--- config.mk ---
export PLATFORM = sky130hd
export DESIGN_NAME = ex_muldiv_flat
export DESIGN_NICKNAME = d
export VERILOG_FILES = /design/src/rtl/ex_muldiv_pkg.sv /design/src/rtl/ex_muldiv_if.sv /design/src/rtl/ex_muldiv_core.sv /design/src/rtl/ex_muldiv.sv /design/src/flat_wrapper.sv
export SDC_FILE = /design/constraint.sdc
export NUM_CORES = 1
export LEC_CHECK = 0
export ABC_AREA = 0
export BUFFER_PORTS_ARGS = -buffer_cell sky130_fd_sc_hd__buf_2
export CAP_MARGIN = 15
export CORE_UTILIZATION = 50
export CTS_CLUSTER_DIAMETER = 150
export DETAILED_ROUTE_END_ITERATION = 8
export GPL_TIMING_DRIVEN = 0
export HOLD_SLACK_MARGIN = 0.02
export PLACE_DENSITY = 0.71
export RECOVER_POWER = 25
export SKIP_CTS_REPAIR_TIMING = 1
export SLEW_MARGIN = 20
export SYNTH_ARGS = -nofsm -noshare
export SYNTH_HDL_FRONTEND = slang
export SYNTH_SLANG_ARGS = --single-unit
--- constraint.sdc ---
create_clock -name clk -period 5.6 [get_ports clk]
set_clock_uncertainty 0.2 [all_clocks]
set_input_delay 1.12 -clock clk [delete_from_list [all_inputs] [get_ports clk]]
set_output_delay 1.12 -clock clk [all_outputs]
set_load 0.02 [all_outputs]
--- src/rtl/ex_muldiv_pkg.sv ---
// ex_muldiv shared types: op codes, FSM states, counter width.
package ex_muldiv_pkg;

   typedef enum logic [2:0] {
      MD_NONE  = 3'd0,
      MD_MULT  = 3'd1,
      MD_MULTU = 3'd2,
      MD_DIV   = 3'd3,
      MD_DIVU  = 3'd4,
      MD_MTHI  = 3'd5,
      MD_MTLO  = 3'd6,
      MD_RSVD  = 3'd7
   } md_op_t;

   typedef enum logic [1:0] {
      S_IDLE,
      S_MUL,
      S_DIV,
      S_FIX
   } md_state_t;

   localparam int MD_WIDTH = 32;
   localparam int CNT_W    = $clog2(MD_WIDTH);

endpackage

--- src/rtl/ex_muldiv_if.sv ---
// Request/result bundle between EX control and the mul/div unit.
interface ex_muldiv_if #(
   parameter int WIDTH = 32
) ();

   logic             i_EX_ctrl_MDValid;
   logic [2:0]       i_EX_ctrl_MDOp;
   logic [WIDTH-1:0] i_EX_data_A;
   logic [WIDTH-1:0] i_EX_data_B;
   logic             i_EX_ctrl_Flush;
   logic             o_EX_ctrl_Busy;
   logic [WIDTH-1:0] o_EX_data_HI;
   logic [WIDTH-1:0] o_EX_data_LO;
   logic             o_EX_data_Done;
   logic             o_EX_data_DivZero;

   modport master (
      output i_EX_ctrl_MDValid, i_EX_ctrl_MDOp,
      output i_EX_data_A, i_EX_data_B,
      output i_EX_ctrl_Flush,
      input  o_EX_ctrl_Busy, o_EX_data_HI,
      input  o_EX_data_LO, o_EX_data_Done,
      input  o_EX_data_DivZero
   );

   modport slave (
      input  i_EX_ctrl_MDValid, i_EX_ctrl_MDOp,
      input  i_EX_data_A, i_EX_data_B,
      input  i_EX_ctrl_Flush,
      output o_EX_ctrl_Busy, o_EX_data_HI,
      output o_EX_data_LO, o_EX_data_Done,
      output o_EX_data_DivZero
   );

endinterface

--- src/rtl/ex_muldiv_core.sv ---
// Iterative shift-add multiply / restoring divide datapath
// with sign correction on the final result.
module muldiv_core
   import ex_muldiv_pkg::*;
#(
   parameter int WIDTH = 32
) (
   input  logic             clk,
   input  logic             rst,
   input  logic             load,
   input  logic             step,
   input  md_op_t           op,
   input  logic [WIDTH-1:0] a,
   input  logic [WIDTH-1:0] b,
   output logic [WIDTH-1:0] hi,
   output logic [WIDTH-1:0] lo
);

   localparam int W = WIDTH;

   logic [2*W-1:0] acc_q;
   logic [W-1:0]   dvs_q;
   logic           div_q;
   logic           neg_lo_q;
   logic           neg_hi_q;

   logic           sgn;
   logic           div_op;
   logic           a_neg;
   logic           b_neg;
   logic [W-1:0]   a_abs;
   logic [W-1:0]   b_abs;
   logic [W:0]     mul_sum;
   logic [W:0]     rem_sh;
   logic [W:0]     dif;
   logic [2*W-1:0] mul_nxt;
   logic [2*W-1:0] div_nxt;
   logic [2*W-1:0] prod;
   logic [W-1:0]   quo;
   logic [W-1:0]   rem;

   assign sgn    = (op == MD_MULT) || (op == MD_DIV);
   assign div_op = (op == MD_DIV) || (op == MD_DIVU);
   assign a_neg  = sgn & a[W-1];
   assign b_neg  = sgn & b[W-1];
   assign a_abs  = a_neg ? -a : a;
   assign b_abs  = b_neg ? -b : b;

   assign mul_sum = {1'b0, acc_q[2*W-1:W]}
                  + (acc_q[0] ? {1'b0, dvs_q}
                              : {(W+1){1'b0}});
   assign mul_nxt = {mul_sum, acc_q[W-1:1]};

   // Restoring step: keep the shifted remainder when it underflows.
   assign rem_sh  = {acc_q[2*W-1:W], acc_q[W-1]};
   assign dif     = rem_sh - {1'b0, dvs_q};
   assign div_nxt = dif[W]
                  ? {rem_sh[W-1:0], acc_q[W-2:0], 1'b0}
                  : {dif[W-1:0], acc_q[W-2:0], 1'b1};

   assign prod = neg_lo_q ? -acc_q : acc_q;
   assign quo  = neg_lo_q ? -acc_q[W-1:0] : acc_q[W-1:0];
   assign rem  = neg_hi_q ? -acc_q[2*W-1:W]
                          : acc_q[2*W-1:W];

   assign hi = div_q ? rem : prod[2*W-1:W];
   assign lo = div_q ? quo : prod[W-1:0];

   always_ff @(posedge clk or posedge rst) begin
      if (rst) begin
         acc_q    <= '0;
         dvs_q    <= '0;
         div_q    <= 1'b0;
         neg_lo_q <= 1'b0;
         neg_hi_q <= 1'b0;
      end else if (load) begin
         div_q <= div_op;
         if (div_op && (b == '0)) begin
            // Divide by zero: result preloaded, no sign fix.
            acc_q    <= {a, {W{1'b1}}};
            dvs_q    <= '0;
            neg_lo_q <= 1'b0;
            neg_hi_q <= 1'b0;
         end else if (div_op) begin
            acc_q    <= {{W{1'b0}}, a_abs};
            dvs_q    <= b_abs;
            neg_lo_q <= a_neg ^ b_neg;
            neg_hi_q <= a_neg;
         end else begin
            acc_q    <= {{W{1'b0}}, b_abs};
            dvs_q    <= a_abs;
            neg_lo_q <= a_neg ^ b_neg;
            neg_hi_q <= 1'b0;
         end
      end else if (step) begin
         acc_q <= div_q ? div_nxt : mul_nxt;
      end
   end

endmodule

--- src/rtl/ex_muldiv.sv ---
// EX-stage multi-cycle mul/div unit: FSM, iteration counter,
// architectural HI/LO and completion pulses.
module ex_muldiv
   import ex_muldiv_pkg::*;
#(
   parameter int WIDTH = 32
) (
   input logic        clk,
   input logic        rst,
   ex_muldiv_if.slave md
);

   localparam int CW = $clog2(WIDTH);

   md_state_t        state_q, state_d;
   logic [CW-1:0]    cnt_q, cnt_d;
   logic [WIDTH-1:0] hi_q, lo_q;
   logic             busy_q, done_q, dz_q;
   logic             dz_pend_q;
   logic             load, step, fix_en;
   logic             wr_hi, wr_lo;
   logic             b_zero;
   md_op_t           op;
   logic [WIDTH-1:0] res_hi, res_lo;

   assign op     = md_op_t'(md.i_EX_ctrl_MDOp);
   assign b_zero = (md.i_EX_data_B == '0);

   muldiv_core #(.WIDTH(WIDTH)) u_core (
      .clk  (clk),
      .rst  (rst),
      .load (load),
      .step (step),
      .op   (op),
      .a    (md.i_EX_data_A),
      .b    (md.i_EX_data_B),
      .hi   (res_hi),
      .lo   (res_lo)
   );

   always_comb begin
      state_d = state_q;
      cnt_d   = cnt_q;
      load    = 1'b0;
      step    = 1'b0;
      fix_en  = 1'b0;
      wr_hi   = 1'b0;
      wr_lo   = 1'b0;
      unique case (state_q)
         S_IDLE: begin
            if (md.i_EX_ctrl_MDValid) begin
               case (op)
                  MD_MULT, MD_MULTU: begin
                     load    = 1'b1;
                     cnt_d   = CW'(WIDTH - 1);
                     state_d = S_MUL;
                  end
                  MD_DIV, MD_DIVU: begin
                     load    = 1'b1;
                     cnt_d   = CW'(WIDTH - 1);
                     state_d = b_zero ? S_FIX : S_DIV;
                  end
                  MD_MTHI: wr_hi = 1'b1;
                  MD_MTLO: wr_lo = 1'b1;
                  default: ;
               endcase
            end
         end
         S_MUL, S_DIV: begin
            step  = 1'b1;
            cnt_d = cnt_q - 1'b1;
            if (cnt_q == '0)
               state_d = S_FIX;
         end
         S_FIX: begin
            fix_en  = 1'b1;
            state_d = S_IDLE;
         end
         default: state_d = S_IDLE;
      endcase
      // Flush kills every side effect of this edge.
      if (md.i_EX_ctrl_Flush) begin
         state_d = S_IDLE;
         load    = 1'b0;
         step    = 1'b0;
         fix_en  = 1'b0;
         wr_hi   = 1'b0;
         wr_lo   = 1'b0;
      end
   end

   always_ff @(posedge clk or posedge rst) begin
      if (rst) begin
         state_q   <= S_IDLE;
         cnt_q     <= '0;
         hi_q      <= '0;
         lo_q      <= '0;
         busy_q    <= 1'b0;
         done_q    <= 1'b0;
         dz_q      <= 1'b0;
         dz_pend_q <= 1'b0;
      end else begin
         state_q <= state_d;
         cnt_q   <= cnt_d;
         busy_q  <= (state_d != S_IDLE);
         done_q  <= fix_en;
         dz_q    <= fix_en & dz_pend_q;
         if (load)
            dz_pend_q <= b_zero
                       & ((op == MD_DIV) || (op == MD_DIVU));
         if (fix_en || wr_hi)
            hi_q <= fix_en ? res_hi : md.i_EX_data_A;
         if (fix_en || wr_lo)
            lo_q <= fix_en ? res_lo : md.i_EX_data_A;
      end
   end

   assign md.o_EX_ctrl_Busy    = busy_q;
   assign md.o_EX_data_HI      = hi_q;
   assign md.o_EX_data_LO      = lo_q;
   assign md.o_EX_data_Done    = done_q;
   assign md.o_EX_data_DivZero = dz_q;

endmodule

--- src/flat_wrapper.sv ---
// flat-port wrapper written by rule: the top's interface ports become plain ports
module ex_muldiv_flat import ex_muldiv_pkg::*;
#(
   parameter int WIDTH = 32
)
  (clk, rst, md_i_EX_ctrl_MDValid, md_i_EX_ctrl_MDOp, md_i_EX_data_A, md_i_EX_data_B, md_i_EX_ctrl_Flush, md_o_EX_ctrl_Busy, md_o_EX_data_HI, md_o_EX_data_LO, md_o_EX_data_Done, md_o_EX_data_DivZero);
  ex_muldiv_if #(.WIDTH(WIDTH)) md_i ();
  input logic clk;
  input logic rst;
  input wire logic [$bits(md_i.i_EX_ctrl_MDValid)-1:0] md_i_EX_ctrl_MDValid;
  input wire logic [$bits(md_i.i_EX_ctrl_MDOp)-1:0] md_i_EX_ctrl_MDOp;
  input wire logic [$bits(md_i.i_EX_data_A)-1:0] md_i_EX_data_A;
  input wire logic [$bits(md_i.i_EX_data_B)-1:0] md_i_EX_data_B;
  input wire logic [$bits(md_i.i_EX_ctrl_Flush)-1:0] md_i_EX_ctrl_Flush;
  output wire logic [$bits(md_i.o_EX_ctrl_Busy)-1:0] md_o_EX_ctrl_Busy;
  output wire logic [$bits(md_i.o_EX_data_HI)-1:0] md_o_EX_data_HI;
  output wire logic [$bits(md_i.o_EX_data_LO)-1:0] md_o_EX_data_LO;
  output wire logic [$bits(md_i.o_EX_data_Done)-1:0] md_o_EX_data_Done;
  output wire logic [$bits(md_i.o_EX_data_DivZero)-1:0] md_o_EX_data_DivZero;
  assign md_i.i_EX_ctrl_MDValid = md_i_EX_ctrl_MDValid;
  assign md_i.i_EX_ctrl_MDOp = md_i_EX_ctrl_MDOp;
  assign md_i.i_EX_data_A = md_i_EX_data_A;
  assign md_i.i_EX_data_B = md_i_EX_data_B;
  assign md_i.i_EX_ctrl_Flush = md_i_EX_ctrl_Flush;
  assign md_o_EX_ctrl_Busy = md_i.o_EX_ctrl_Busy;
  assign md_o_EX_data_HI = md_i.o_EX_data_HI;
  assign md_o_EX_data_LO = md_i.o_EX_data_LO;
  assign md_o_EX_data_Done = md_i.o_EX_data_Done;
  assign md_o_EX_data_DivZero = md_i.o_EX_data_DivZero;
  ex_muldiv #(.WIDTH(WIDTH)) u_core (.clk(clk), .rst(rst), .md(md_i));
endmodule
# After elaboration in Yosys (flattened, before gate mapping)
# Cells that the tools add are included.
# W data, S select, Z words.
totals:
  regBits: 174
  latch_bits: 0
  ramBits: 0
  romBits: 0
  input_bits: 71
  output_inout_bits: 67
  memories: 0
op_classes:
  n_addsub: 8
  mul: 0
  n_div: 0
  n_lt_le_gt_ge: 0
  eq_ne: 11
  shift: 0
  n_mux: 46
  n_bitwise: 5
  reduce_logical: 16
ops:
  columns: ["op", "n"]
  rows:
  - ["$mux W32", 12]
  - ["$mux W64", 6]
  - ["$neg A32 Y32", 4]
  - ["$neg A64 Y64", 1]
  - ["$add A32 B32 Y33", 1]
  - ["$sub A33 B32 Y33", 1]
  - ["$logic_not A32 Y1", 1]
  - ["$mux W1", 20]
  - ["$mux W5", 2]
  - ["$pmux W5 S2", 1]
  - ["$eq A3 B3 Y1 const B", 3]
  - ["$eq A3 B2 Y1 const B", 2]
  - ["$mux W2", 3]
  - ["$pmux W2 S3", 1]
  - ["$reduce_bool A2 Y1", 3]
  - ["$reduce_or A2 Y1", 3]
  - ["$logic_not A5 Y1", 1]
  - ["$sub A5 B1 Y5 const B", 1]
  - ["$and A1 B1 Y1", 4]
  - ["$eq A2 B2 Y1 const B", 2]
  - ["$logic_or A1 B1 Y1", 4]
  - ["$ne A2 B2 Y1 const B", 2]
  - ["$pmux W2 S2", 1]
  - ["$reduce_or A4 Y1", 1]
  - ["other kinds (6)", 6]

# Depth between registers and ports, before layout
logic_depth:
  ltp_word: 7
  ltp_mapped: 15
  depth_no_buf: 13

# Modules after synthesis
# A second synthesis with hierarchy kept.
unflattened:
  hier_cells: 2022
  area_unflattened_um2: 15847.7
modules_own_cells:
  columns: ["mod", "n_inst", "cells_per_inst", "area_per_inst_um2", "seq_area_each_um2"]
  rows:
  - ["muldiv_core", 1, 1653, 12114.1, 2477.4]
  - ["ex_muldiv", 1, 369, 3733.6, 1876.8]

# Least setup slack after synthesis
# No wires, ideal clock.
synth_timing:
  path_type: "input -> register"
  start: "input md_i_EX_data_A[5]"
  end: "register u_core.u_core.acc_q[25]"
  setup_ps: 121
  arrival_time_ps: 3488
  required_time_ps: 5279
  setup_slack_ps: 1791
  stages: 11
  n_path_buf: 2
  cell_sequence: "clkbuf_1 > or4_1 > or4b_1 > clkbuf_1 > nor4b_2 > and3b_1 > a21oi_1 > xor2_1 > o21ai_0 > nand2_1 > a22o_1"
synth_between:
  elab_chain_len: 5
synth_lines:
  columns: ["element", "line", "text"]
  rows:
  - ["start, declared", "flat_wrapper.sv:12", "input wire logic [$bits(md_i.i_EX_data_A)-1:0] md_i_EX_data_A;"]
  - ["$neg A32 Y32", "ex_muldiv_core.sv:46", "assign a_abs = a_neg ? -a : a;"]
  - ["$mux W32", "ex_muldiv_core.sv:46", null]
  - ["$mux W32", "ex_muldiv_core.sv:84", "end else if (div_op) begin"]
  - ["$mux W64", "ex_muldiv_core.sv:78", "if (div_op && (b == '0)) begin"]
  - ["$mux W64", "ex_muldiv_core.sv:76", "end else if (load) begin"]
  - ["end signal, assigned", "ex_muldiv_core.sv:80", "acc_q <= {a, {W{1'b1}}};"]
  - ["end signal, assigned", "ex_muldiv_core.sv:85", "acc_q <= {{W{1'b0}}, a_abs};"]
  - ["end signal, assigned", "ex_muldiv_core.sv:90", "acc_q <= {{W{1'b0}}, b_abs};"]
  - ["end, declared", "ex_muldiv_core.sv:21", "logic [2*W-1:0] acc_q;"]
# No other way between the ends.
# A chain may end at the register's enable or synchronous reset.

# Final worst setup path
layout_timing:
  start: "register u_core.u_core.acc_q[0]"
  end: "register u_core.u_core.acc_q[62]"
layout_between:
  elab_chain_len: 5
layout_lines:
  columns: ["element", "line", "text"]
  rows:
  - ["$mux W32", "ex_muldiv_core.sv:50", "+ (acc_q[0] ? {1'b0, dvs_q}"]
  - ["$add A32 B32 Y33", "ex_muldiv_core.sv:50", null]
  - ["$mux W64", "ex_muldiv_core.sv:96", "acc_q <= div_q ? div_nxt : mul_nxt;"]
  - ["$mux W64", "ex_muldiv_core.sv:95", "end else if (step) begin"]
  - ["$mux W64", "ex_muldiv_core.sv:76", null]
# No other way between the ends. The select of a mux whose other input is x is not followed.

==> out/results.txt <==
The run finished, with violations left. The checks that failed: max-capacitance violations, max-slew violations. The count of different cell masters after synthesis was 81.

Clock tree synthesis inserted a total of 17 buffers. Number of fill cells in the layout: 2987. The final number of setup-violating endpoints is 0, and the switching share of power is 0.528. The library cell occupying the most area in the post-synthesis netlist was dfrtp_1. The adder-cell share of the synthesized area is 0.0599, and the routed length on met2 is 26600 µm. The async set or reset register ratio after synthesis is 1.00. The mux share of post-synthesis cell area was 0.0683. For the final routed database, the setup TNS stands at 0 ns. Number of optimization iterations in the first detailed-route pass: 8. The proportion of power drawn by the clock network is 0.112, and the net switching power is 0.00571 W. Sort of element at the start of the critical path: a flip-flop. The detailed router used layers up to and including met4. At the worst endpoint, the required time is 5.77 ns. The XOR/XNOR share of the synthesized area was 0.102; the number of antenna repair diodes was 0. The part of the Yosys area used for sequential elements is 0.281. The number of antenna violations at the first check in global routing came out at 1. The type of the worst setup path was flip-flop to flip-flop. Final hold violation count: 0.

The run gives 56 as the number of pins with negative max-slew slack in the final report. The width of the chip came out at 178 µm. Data arrives at the worst endpoint at 5.14 ns.

The die covers 31700 µm². Dividing total power by cell area gives a power density of 627 nW/µm². The total track usage was 0.389.

Hold timing on the final database bottoms out at a slack of 0.321 ns. STA classifies the critical path endpoint as a flip-flop. The tools report the via count of the first global-routing pass as 15000.

The root buffer cell chosen for the clock tree is clkbuf_16. By area, the combinational part of the netlist is dominated by compound AO/OA/AOI/OAI gates. Compound-gate portion of the synthesized area: 0.257. The transition at the pin with the smallest max-transition slack came out at 1.68 ns. The area growth from synthesis to layout is 11.4%. Maximum fanout encountered on the critical timing path: 10.

For the global-route wire length before repair, the log shows 91400 µm. After detailed routing, the total wire length is 61900 µm. The share of the cycle needed by the critical path after routing was 0.887. The die span in y is 178 µm.

Cell with the most instances after synthesis: o21ai_0. The number of instances in the synthesized netlist came out at 1990. TritonCTS built the clock tree. The logs give 138 for the I/O pin count and 4 for the deepest level of the CTS H-tree.

The total of flip-flops plus latches after synthesis was 174; the static power due to leakage was 7.25 nW. The routed length per placed instance is 24.2 µm. Across the whole layout, storage elements account for 4350 µm². The starting density of the core came out at 0.508. The run gives 0.659 as the proportion of power drawn by combinational gates.

Setup slack closes at 0.634 ns. Routability-driven placement finished with a final weighted congestion of 1.00. For the post-synth design cell area, the log shows 15500 µm². Ranked by instance count, the synthesized netlist is headed by o21ai_0 (231), nand2_1 (207), nor2_1 (201), dfrtp_1 (174), a21oi_1 (170).

After clock tree synthesis, the clock-pin slew on the worst setup and hold paths is 0.07 ns. The number of nets produced by synthesis was 2134; the peak supply drop was 0.312 mV. The peak clock frequency supported by timing is 201 MHz, and the worst setup timing slack at the placement stage is 0.447 ns. The number of warnings printed during yosys synthesis was 0. The relative max-transition margin came out at -0.117. In this run the core area contains 64 standard-cell rows. The leftover overflow at the end of global routing is 0, and the number of enable-type register cells in the synthesized netlist is 0. The number of I/O port buffers is 129.

Averaged over all synthesized cells, the footprint is 7.79 µm². Worst min-delay path category: flip-flop to flip-flop. Counting every sink on the clock net gives 174. The fraction of layout instances using a drive strength above 1 was 0.0955; the maximum clock path buffer count was 2. Sorting the synthesized cells by area gives the leading types as dfrtp_1 (28%), o21ai_0 (7.5%), mux2i_1 (6.4%).

The design internal power is 0.00511 W, and the basic-gate share of the synthesized area counting and, or, nand and nor cells is 0.182. Entering global routing, the biggest net connects 34 pins. Setup repair after global routing left no endpoint under its margin.

The power share of the sequential group came out at 0.229. After detailed routing, the number of vias per cell comes to 6.45. The worst path needs 4.97 ns of the cycle, external delays included. The share of the synthesized area in the top cell type is 0.281.

For this run, the post-layout net count is 2288. The run gives 30500 µm² as the placeable core area. Detailed routing placed a total of 5590 µm of wire on met3.

For the number of max-cap violations, the log shows 2. Detailed placement ended at an HPWL of 49100 µm. The total design power came out at 0.0108 W. In the final layout, the multi-input gates occupy 10400 µm².

For the final non-filler cell area, the log shows 17300 µm². For the via count, the log shows 16500. The detail route stage leaves a number of antenna-violating nets equal to 0.

Dominant register cell in the synthesized netlist: dfrtp_1. Initial DRC count: 1784. The length of routed wiring on met1 was 26800 µm.

For this run, design rule violations remaining after detail routing come to 0. The total placed instance area was 16800 µm². The later pin in the worst-skew pair is clocked with a latency of 0.46 ns.
[flip-flops by register name, summed over array words and instances (netlist names)]
name,cells
u_core.u_core.acc_q,64
u_core.state_q,2
u_core.md.o_EX_data_Done,1
u_core.md.o_EX_data_LO,32
u_core.u_core.neg_hi_q,1
u_core.u_core.dvs_q,32
u_core.cnt_q,5
u_core.md.o_EX_data_HI,32
u_core.dz_pend_q,1
u_core.u_core.neg_lo_q,1
u_core.md.o_EX_data_DivZero,1
u_core.u_core.div_q,1
u_core.md.o_EX_ctrl_Busy,1
[worst max-delay path, stage by stage, from the launching register on]
cell and delay (ns):
dfrtp_1 0.57, clkinv_1 0.43, clkbuf_1 0.35, nor2_1 0.19, ha_1 0.29, a21oi_1 0.30
nor2b_1 0.10, or4_1 0.51, a31o_2 0.25, a221oi_2 0.56, a211oi_1 0.25, o2111ai_1 0.37
and3_1 0.19, o21ai_0 0.08, a31oi_1 0.22
[routing by layer]
| metal | vias to the layer above | global-route usage |
|---|---|---|
| met4 | 0 | 0.184 |
| li1 | 7453 | - |
| met5 | - | 0 |
| met3 | 146 | 0.0731 |
| met1 | 7944 | 0.539 |
| met2 | 915 | 0.582 |
[final timing paths]
| path | start | end | slack (ns) | cells after the start |
|---|---|---|---|---|
| min reg2reg | u_core.cnt_q[4] | u_core.cnt_q[4] | 0.32 | 2 |
| min in group asynchronous | rst | u_core.cnt_q[0] | 0.47 | 2 |
| max | u_core.u_core.acc_q[0] | u_core.u_core.acc_q[62] | 0.63 | 14 |
| min | u_core.cnt_q[4] | u_core.cnt_q[4] | 0.32 | 2 |
| max reg2reg | u_core.u_core.acc_q[0] | u_core.u_core.acc_q[62] | 0.63 | 14 |
| max in group asynchronous | rst | u_core.md.o_EX_data_LO[3] | 1.91 | 4 |
[cells by family after synthesis]
kind of cell	count (synthesis)
and+or+nand+nor	610
buffers and inverters	197
DFF	174
AOI/OAI and AO/OA	651
muxes	105
xor gates and xnor gates	180
adders and majority gates	73
[stage by stage]
stage / instances / util
6_report: 2553 / 0.566
5_1_grt: 2553 / 0.566
4_1_cts: 2553 / 0.568
3_5_place_dp: 2521 / 0.550
3_3_place_gp: 2515 / 0.545
2_1_floorplan: 1990 / -
[area by class of cell]
cell class                      count  share of cell area
Buffer                            126              0.0291
Clock buffer                       17              0.0246
Clock inverter                     15             0.00833
Inverter                           71              0.0155
Multi-Input combinational cell   1619               0.601
Sequential cell                   174               0.252
Tap cell                          396              0.0287
Timing Repair Buffer              135              0.0406
[power by group through the flow]
stage	Sequential [W]	Combinational, W	Clock [W]
floorplan	0.00255	0.00482	0
global placement	0.00246	0.00688	0
detailed placement	0.00247	0.00697	0
CTS	0.00245	0.00702	0.00121
global route	0.00253	0.00781	0.00127
finish	0.00248	0.00713	0.00121
[cell usage in the layout, fill, tap and decap left out, types with 12 or more instances in the layout]
cell / instances
inv_1: 69
a21o_1: 30
a21oi_1: 170
nor2b_1: 20
xnor2_1: 110
nor2_1: 201
a211oi_1: 32
nor3_1: 37
buf_2: 138
o21ai_0: 231
ha_1: 71
xor2_1: 69
o211ai_1: 33
o31ai_1: 23
dfrtp_1: 174
clkbuf_16: 17
or3_1: 15
a31oi_1: 20
nand3_1: 33
nor4_1: 13
mux2i_1: 99
nand2_1: 207
nand2b_1: 12
o21a_1: 13
clkbuf_1: 109
a221oi_1: 12
o22ai_1: 14
No activity file was read; power rests on OpenSTA's default activity.
